`config.mk`:
```
export PLATFORM = sky130hd
export DESIGN_NAME = axi_lite_regbank
export DESIGN_NICKNAME = d
export VERILOG_FILES = /design/src/rtl/axi_lite_regbank.sv
export SDC_FILE = /design/constraint.sdc
export NUM_CORES = 1
export LEC_CHECK = 0
export CAP_MARGIN = 10
export CORE_ASPECT_RATIO = 0.5
export CORE_MARGIN = 4
export CORE_UTILIZATION = 40
export CTS_BUF_LIST = sky130_fd_sc_hd__clkbuf_4 sky130_fd_sc_hd__clkbuf_8 sky130_fd_sc_hd__clkbuf_16
export CTS_CLUSTER_SIZE = 24
export DETAILED_ROUTE_END_ITERATION = 8
export GPL_TIMING_DRIVEN = 0
export HOLD_SLACK_MARGIN = 0.06
export PLACE_DENSITY = 0.78
export SKIP_LAST_GASP = 1
export SLEW_MARGIN = 20
export SYNTH_ARGS = -nofsm -noshare
export SYNTH_HDL_FRONTEND = slang
export SYNTH_SLANG_ARGS = --single-unit
```
`constraint.sdc`:
```
create_clock -name clk -period 2.3 [get_ports clk]
set_input_delay 0.46 -clock clk [delete_from_list [all_inputs] [get_ports clk]]
set_output_delay 0.46 -clock clk [all_outputs]
set_load 0.005 [all_outputs]
```
`src/rtl/axi_lite_regbank.sv`:
```
// AXI4-Lite register bank for the ADC glue logic: ID/CONTROL/IRQ_MASK/SYNC plus
// per-channel FRAME/OVF/ERR monitors, W1C sticky errors, maskable irq and timed soft reset.
module axi_lite_regbank #(
  parameter int          ADDR_WIDTH = 8,
  parameter int          N_CH       = 4,
  parameter logic [31:0] ID_VALUE   = 32'hd5170007,
  parameter int          RST_HOLD   = 4
) (
  input  logic                  clk,
  input  logic                  resetn,
  input  logic [ADDR_WIDTH-1:0] S_AXI_AWADDR,
  input  logic                  S_AXI_AWVALID,
  output logic                  S_AXI_AWREADY,
  input  logic [31:0]           S_AXI_WDATA,
  input  logic [3:0]            S_AXI_WSTRB,
  input  logic                  S_AXI_WVALID,
  output logic                  S_AXI_WREADY,
  output logic [1:0]            S_AXI_BRESP,
  output logic                  S_AXI_BVALID,
  input  logic                  S_AXI_BREADY,
  input  logic [ADDR_WIDTH-1:0] S_AXI_ARADDR,
  input  logic                  S_AXI_ARVALID,
  output logic                  S_AXI_ARREADY,
  output logic [31:0]           S_AXI_RDATA,
  output logic [1:0]            S_AXI_RRESP,
  output logic                  S_AXI_RVALID,
  input  logic                  S_AXI_RREADY,
  input  logic [32*N_CH-1:0]    frame_counter,
  input  logic [32*N_CH-1:0]    overflow_counter,
  input  logic [32*N_CH-1:0]    err_conds,
  input  logic [31:0]           sync_reg,
  output logic [31:0]           control,
  output logic                  pl_resetn,
  output logic                  pl_enable,
  output logic                  irq
);
  localparam int CW = $clog2(RST_HOLD + 1);

  typedef enum logic [1:0] {
    RESP_OKAY   = 2'b00,
    RESP_SLVERR = 2'b10,
    RESP_DECERR = 2'b11
  } resp_t;

  logic                  rst_done, aw_full, w_full, bvalid, rvalid, irq_r;
  logic [ADDR_WIDTH-3:0] aw_word;
  logic [31:0]           w_data, wmask, rdata, ctrl, ctrl_next;
  logic [3:0]            w_strb;
  logic [1:0]            bresp, rresp;
  logic [N_CH-1:0]       irq_mask, wr_err;
  logic [31:0]           err [N_CH];
  logic [31:0]           err_next [N_CH];
  logic [CW-1:0]         rst_cnt, cnt_next;
  logic [31:0]           wr_word, rd_word, rd_value;
  logic                  wr_ctrl, wr_mask, irq_next;
  resp_t                 wr_resp, rd_resp;
  logic                  aw_hs, w_hs, ar_hs, do_write;
  logic                  unused_addr_bits;

  assign unused_addr_bits = ^{S_AXI_AWADDR[1:0], S_AXI_ARADDR[1:0]};

  assign S_AXI_AWREADY = rst_done && !aw_full && !bvalid;
  assign S_AXI_WREADY  = rst_done && !w_full && !bvalid;
  assign S_AXI_ARREADY = rst_done && !rvalid;
  assign S_AXI_BVALID  = bvalid;
  assign S_AXI_BRESP   = bresp;
  assign S_AXI_RVALID  = rvalid;
  assign S_AXI_RDATA   = rdata;
  assign S_AXI_RRESP   = rresp;
  assign control       = ctrl;
  assign pl_resetn     = resetn && !ctrl[1];
  assign pl_enable     = pl_resetn && ctrl[0];
  assign irq           = irq_r;

  assign aw_hs    = S_AXI_AWVALID && S_AXI_AWREADY;
  assign w_hs     = S_AXI_WVALID && S_AXI_WREADY;
  assign ar_hs    = S_AXI_ARVALID && S_AXI_ARREADY;
  assign do_write = aw_full && w_full;
  assign wmask    = {{8{w_strb[3]}}, {8{w_strb[2]}}, {8{w_strb[1]}}, {8{w_strb[0]}}};
  assign wr_word  = 32'(aw_word);
  assign rd_word  = 32'(S_AXI_ARADDR[ADDR_WIDTH-1:2]);

  // Word index 4+4c..7+4c holds channel c: FRAME, OVF, ERR, reserved.
  always_comb begin
    wr_ctrl = 1'b0;
    wr_mask = 1'b0;
    wr_err  = '0;
    wr_resp = RESP_DECERR;
    if (wr_word == 32'd1) begin
      wr_ctrl = 1'b1;
      wr_resp = RESP_OKAY;
    end else if (wr_word == 32'd2) begin
      wr_mask = 1'b1;
      wr_resp = RESP_OKAY;
    end else if (wr_word < 32'd4) begin
      wr_resp = RESP_SLVERR;
    end
    for (int unsigned c = 0; c < N_CH; c++) begin
      if (wr_word == 4 + 4*c + 2) begin
        wr_err[c] = 1'b1;
        wr_resp   = RESP_OKAY;
      end else if (wr_word >= 4 + 4*c && wr_word <= 4 + 4*c + 3) begin
        wr_resp = RESP_SLVERR;
      end
    end
  end

  always_comb begin
    rd_value = '0;
    rd_resp  = RESP_DECERR;
    if (rd_word == 32'd0) begin
      rd_value = ID_VALUE;
      rd_resp  = RESP_OKAY;
    end else if (rd_word == 32'd1) begin
      rd_value = ctrl;
      rd_resp  = RESP_OKAY;
    end else if (rd_word == 32'd2) begin
      rd_value = 32'(irq_mask);
      rd_resp  = RESP_OKAY;
    end else if (rd_word == 32'd3) begin
      rd_value = sync_reg;
      rd_resp  = RESP_OKAY;
    end
    for (int unsigned c = 0; c < N_CH; c++) begin
      if (rd_word == 4 + 4*c) begin
        rd_value = frame_counter[32*c +: 32];
        rd_resp  = RESP_OKAY;
      end else if (rd_word == 5 + 4*c) begin
        rd_value = overflow_counter[32*c +: 32];
        rd_resp  = RESP_OKAY;
      end else if (rd_word == 6 + 4*c) begin
        rd_value = err[c];
        rd_resp  = RESP_OKAY;
      end else if (rd_word == 7 + 4*c) begin
        rd_value = '0;
        rd_resp  = RESP_OKAY;
      end
    end
  end

  // Hardware self-clear of bit1 is applied first so a coincident rewrite re-arms it.
  always_comb begin
    ctrl_next = ctrl;
    cnt_next  = (rst_cnt != '0) ? rst_cnt - 1'b1 : '0;
    if (rst_cnt == CW'(1)) ctrl_next[1] = 1'b0;
    if (do_write && wr_ctrl) begin
      ctrl_next = (ctrl_next & ~wmask) | (w_data & wmask);
      if (wmask[1] && w_data[1]) cnt_next = CW'(RST_HOLD);
      else if (!ctrl_next[1])    cnt_next = '0;
    end
    irq_next = 1'b0;
    for (int unsigned c = 0; c < N_CH; c++) begin
      err_next[c] = (err[c] & ~((do_write && wr_err[c]) ? (w_data & wmask) : '0))
                    | err_conds[32*c +: 32];
      if (irq_mask[c] && err[c] != '0) irq_next = 1'b1;
    end
  end

  always_ff @(posedge clk) begin
    if (!resetn) begin
      rst_done <= 1'b0;
      aw_full  <= 1'b0;
      w_full   <= 1'b0;
      aw_word  <= '0;
      w_data   <= '0;
      w_strb   <= '0;
      bvalid   <= 1'b0;
      bresp    <= '0;
      rvalid   <= 1'b0;
      rresp    <= '0;
      rdata    <= '0;
      ctrl     <= '0;
      irq_mask <= '0;
      err      <= '{default: '0};
      rst_cnt  <= '0;
      irq_r    <= 1'b0;
    end else begin
      rst_done <= 1'b1;
      if (aw_hs) begin
        aw_full <= 1'b1;
        aw_word <= S_AXI_AWADDR[ADDR_WIDTH-1:2];
      end
      if (w_hs) begin
        w_full <= 1'b1;
        w_data <= S_AXI_WDATA;
        w_strb <= S_AXI_WSTRB;
      end
      if (do_write) begin
        aw_full <= 1'b0;
        w_full  <= 1'b0;
        bvalid  <= 1'b1;
        bresp   <= wr_resp;
        if (wr_mask)
          irq_mask <= (irq_mask & ~wmask[N_CH-1:0]) | (w_data[N_CH-1:0] & wmask[N_CH-1:0]);
      end else if (bvalid && S_AXI_BREADY) begin
        bvalid <= 1'b0;
      end
      if (ar_hs) begin
        rvalid <= 1'b1;
        rdata  <= rd_value;
        rresp  <= rd_resp;
      end else if (rvalid && S_AXI_RREADY) begin
        rvalid <= 1'b0;
      end
      ctrl    <= ctrl_next;
      rst_cnt <= cnt_next;
      err     <= err_next;
      irq_r   <= irq_next;
    end
  end
endmodule

```
==> out/qor.yml <==
die:
  die_area_um2: 37200
  core_area_um2: 33300
  chipWidth_um: 269
  die_h_um: 138
  rows: 47
  ios: 551
  initial_core_util: 0.409
route:
  final_antenna_net_count: 0
  vias: 18625
  totalWireLength_um: 86700
  drc_errors: 0
  vias_per_cell: 6.59
  drtPass1Iterations: 7
  wl_per_cell_um: 30.6
  drt-initial-drc-count: 3504
synth:
  synth_top_area_frac: 0.368
  yosys-top-cells-area: "dfxtp_1, a21oi_1, o21ai_0"
  yosysTopAreaCell: "dfxtp_1"
  yosysWarnings: 0
  yosysUniqueCellTypes: 74
  ys_dominant_reg_cell: "dfxtp_1"
  synthArstFlopShare: 0
  syn-num-nets: 2250
  syn-cell-area_um2: 13600
  ys_ff_latch: 250
  synth_edf_count: 0
  synth_cells: 1773
  ys_seq_area_frac: 0.368
  avgSynthCellArea_um2: 7.67
cts:
  clock-sinks: 250
  path_clk_slew_ns: 0.07
  clockRootBuffer: "clkbuf_16"
  cts.path.max_buffers: 3
  cts.htree.levels: 1
  numCtsBuffers: 23
  cts_tree: "yes"
  worstSkewPairLatency_ns: 0.57
  cts_hold_buf: 0
layout:
  multi_input_area_um2: 7650
  syn_to_final_growth_pct: 54.4
  nFillCells: 3014
  finalCoreUtilization: 0.631
  layout.nets: 2839
  ff_latch_area_um2: 5010
  layout-drive-gt1-share: 0.0892
worst_setup_path:
  cp.arrival_ns: 2.80
  crit_path_end_kind: "register"
  path_max_fanout: 10
  worstPathRequired_ns: 2.72
  rr_worst_depth: 6
  start_kind: "primary input"
  critPathKind: "primary input to register"
  reg2reg_to: "err[44]"
  reg2reg_from: "w_full"
  startpoint: "resetn"
  rrSetupSlack_ns: 0.01
place:
  portBuffers: 544
  gp_congestion: 1.09
  place_hpwl_um: 69700
sta:
  worst_pin_slew_ns: 1.13
  period_needed_ns: 2.38
  finalCritPeriodShare: 1.03
  setup_viol: 13
  slew_viol_final: 0
  grt_setup_unrepaired: "true"
  max_freq_ghz: 0.420
  max-slew-margin-rel: 0.249
  fin_ws_ns: -0.0796
  hold_violations: 0
  hold_ws_ns: 0.157
  finClkSkew_ns: 0.0172
job:
  maxCapViolations: 0
hold_path:
  min_from: "resetn"
  worstHoldEndpoint: "rst_done"
  whs_path_depth: 1
  min_path_type: "primary input to register"
global_routing:
  grt_max_degree: 16
  grt-ovfl-total: 0
  grt_usage: 0.435
  antenna_found_initial: 13
  grt_pass1_vias: 16917
  grt_pass1_wl_um: 119000
outcome:
  violations: "negative setup slack"
  status: "finished, violations left"
power:
  p_per_area_nw_per_um2: 539
  ir_worst_vdd_v: 0.000499
  p_leak_nw: 7.75
[critical path, cell delays in order]
cell and delay [ns]:
dlygate4sd2_1 0.25, clkbuf_8 0.15, clkinvlp_4 0.15, buf_4 0.20, clkbuf_1 0.83, clkbuf_1 0.63, nor2_1 0.12
[synthesized netlist by cell type (8+ instances only)]
library cell / number
dfxtp_1: 250
a21oi_1: 233
nand2_1: 198
o21ai_0: 164
inv_1: 140
clkbuf_1: 102
nand3_1: 60
nor2_1: 50
a221oi_1: 47
o221ai_1: 47
buf_2: 36
nor4_1: 35
o22ai_1: 34
nor3_1: 27
a32o_1: 23
and3_1: 23
a2bb2oi_1: 22
a211oi_1: 16
o211ai_1: 14
or3_1: 13
nand4_1: 12
o311a_1: 12
a311o_1: 11
mux2i_1: 11
nand2b_1: 10
o211a_1: 10
o21a_1: 10
and2_1: 9
buf_1: 8
nand3b_1: 8
nor2b_1: 8
[cells by family after synthesis]
family	synth area share
flops	0.368
buf+inv	0.0867
compound gates	0.349
fa+ha+maj	0.00184
simple gates	0.181
mux	0.0131
[repair_timing]
| item | CTS | global route |
|---|---|---|
| pin swaps | 8 | 7 |
| setup buffers | 19 | 5 |
| resized for setup | 112 | 33 |
| setup endpoints to repair | 127 | 62 |
[through the flow]
stage	setup slack (ns)	TNS, ns	instances	instance area [µm²]	power, W
floorplan	0.0256	0	1773	13600	0.00553
CTS	0.000910	0	2814	20900	0.0111
detailed placement	-1.65	-123.65	2758	19600	0.00694
global route	-0.103	-0.104	2828	21000	0.0115
finish	-0.0796	-0.715	2828	21000	0.0113
global placement	-1.64	-125.28	2758	19600	0.00693
[worst max path at each step]
stage                                 end  cells past startpoint
after detailed placement  S_AXI_RDATA[25]                      8
final                             aw_full                      7
after global routing       S_AXI_RDATA[1]                      9
after CTS                 S_AXI_RDATA[23]                      9
after floorplan           S_AXI_RDATA[31]                      8
after global placement     S_AXI_RDATA[9]                      9
[layout by cell type (no fill, tap or decap), drive strengths merged, types with 7 or more instances in the layout]
master / count
clkdlybuf4s50: 537
dfxtp: 250
a21oi: 233
nand2: 198
o21ai: 171
inv: 141
clkbuf: 140
buf: 71
nand3: 60
nor2: 53
a221oi: 47
o221ai: 47
nor4: 36
o22ai: 34
nor3: 28
and3: 23
a32o: 23
a2bb2oi: 22
a211oi: 17
o211ai: 14
or3: 13
o311a: 12
nand4: 12
mux2i: 11
a311o: 11
diode: 10
o21a: 10
o211a: 10
nand2b: 10
and2: 9
nand3b: 8
nor2b: 8
or4: 7
o32a: 7
[layout make-up]
type | instances | share of cell area
Multi-Input combinational cell | 1230 | 0.364
Sequential cell | 250 | 0.238
Timing Repair Buffer | 568 | 0.268
Buffer | 149 | 0.0383
Clock buffer | 34 | 0.0331
Clock inverter | 6 | 0.00494
Tap cell | 441 | 0.0263
Antenna cell | 10 | 0.00119
Inverter | 140 | 0.0252
[power breakdown]
group / switching (W) / internal (W) / total [W]
Sequential: 0.000257 / 0.00456 / 0.00482
Combinational: 0.00106 / 0.00118 / 0.00224
Clock: 0.00191 / 0.00235 / 0.00426
[metal layers]
| metal | vias up | routed length [µm] | GRT usage |
|---|---|---|---|
| met4 | 8 | 4620 | 0.176 |
| met1 | 8937 | 32700 | 0.574 |
| met3 | 309 | 13400 | 0.179 |
| met5 | - | 179 | 0.0232 |
| met2 | 1574 | 35700 | 0.629 |
| li1 | 7797 | - | - |
Power figures use the tool's default switching activity.
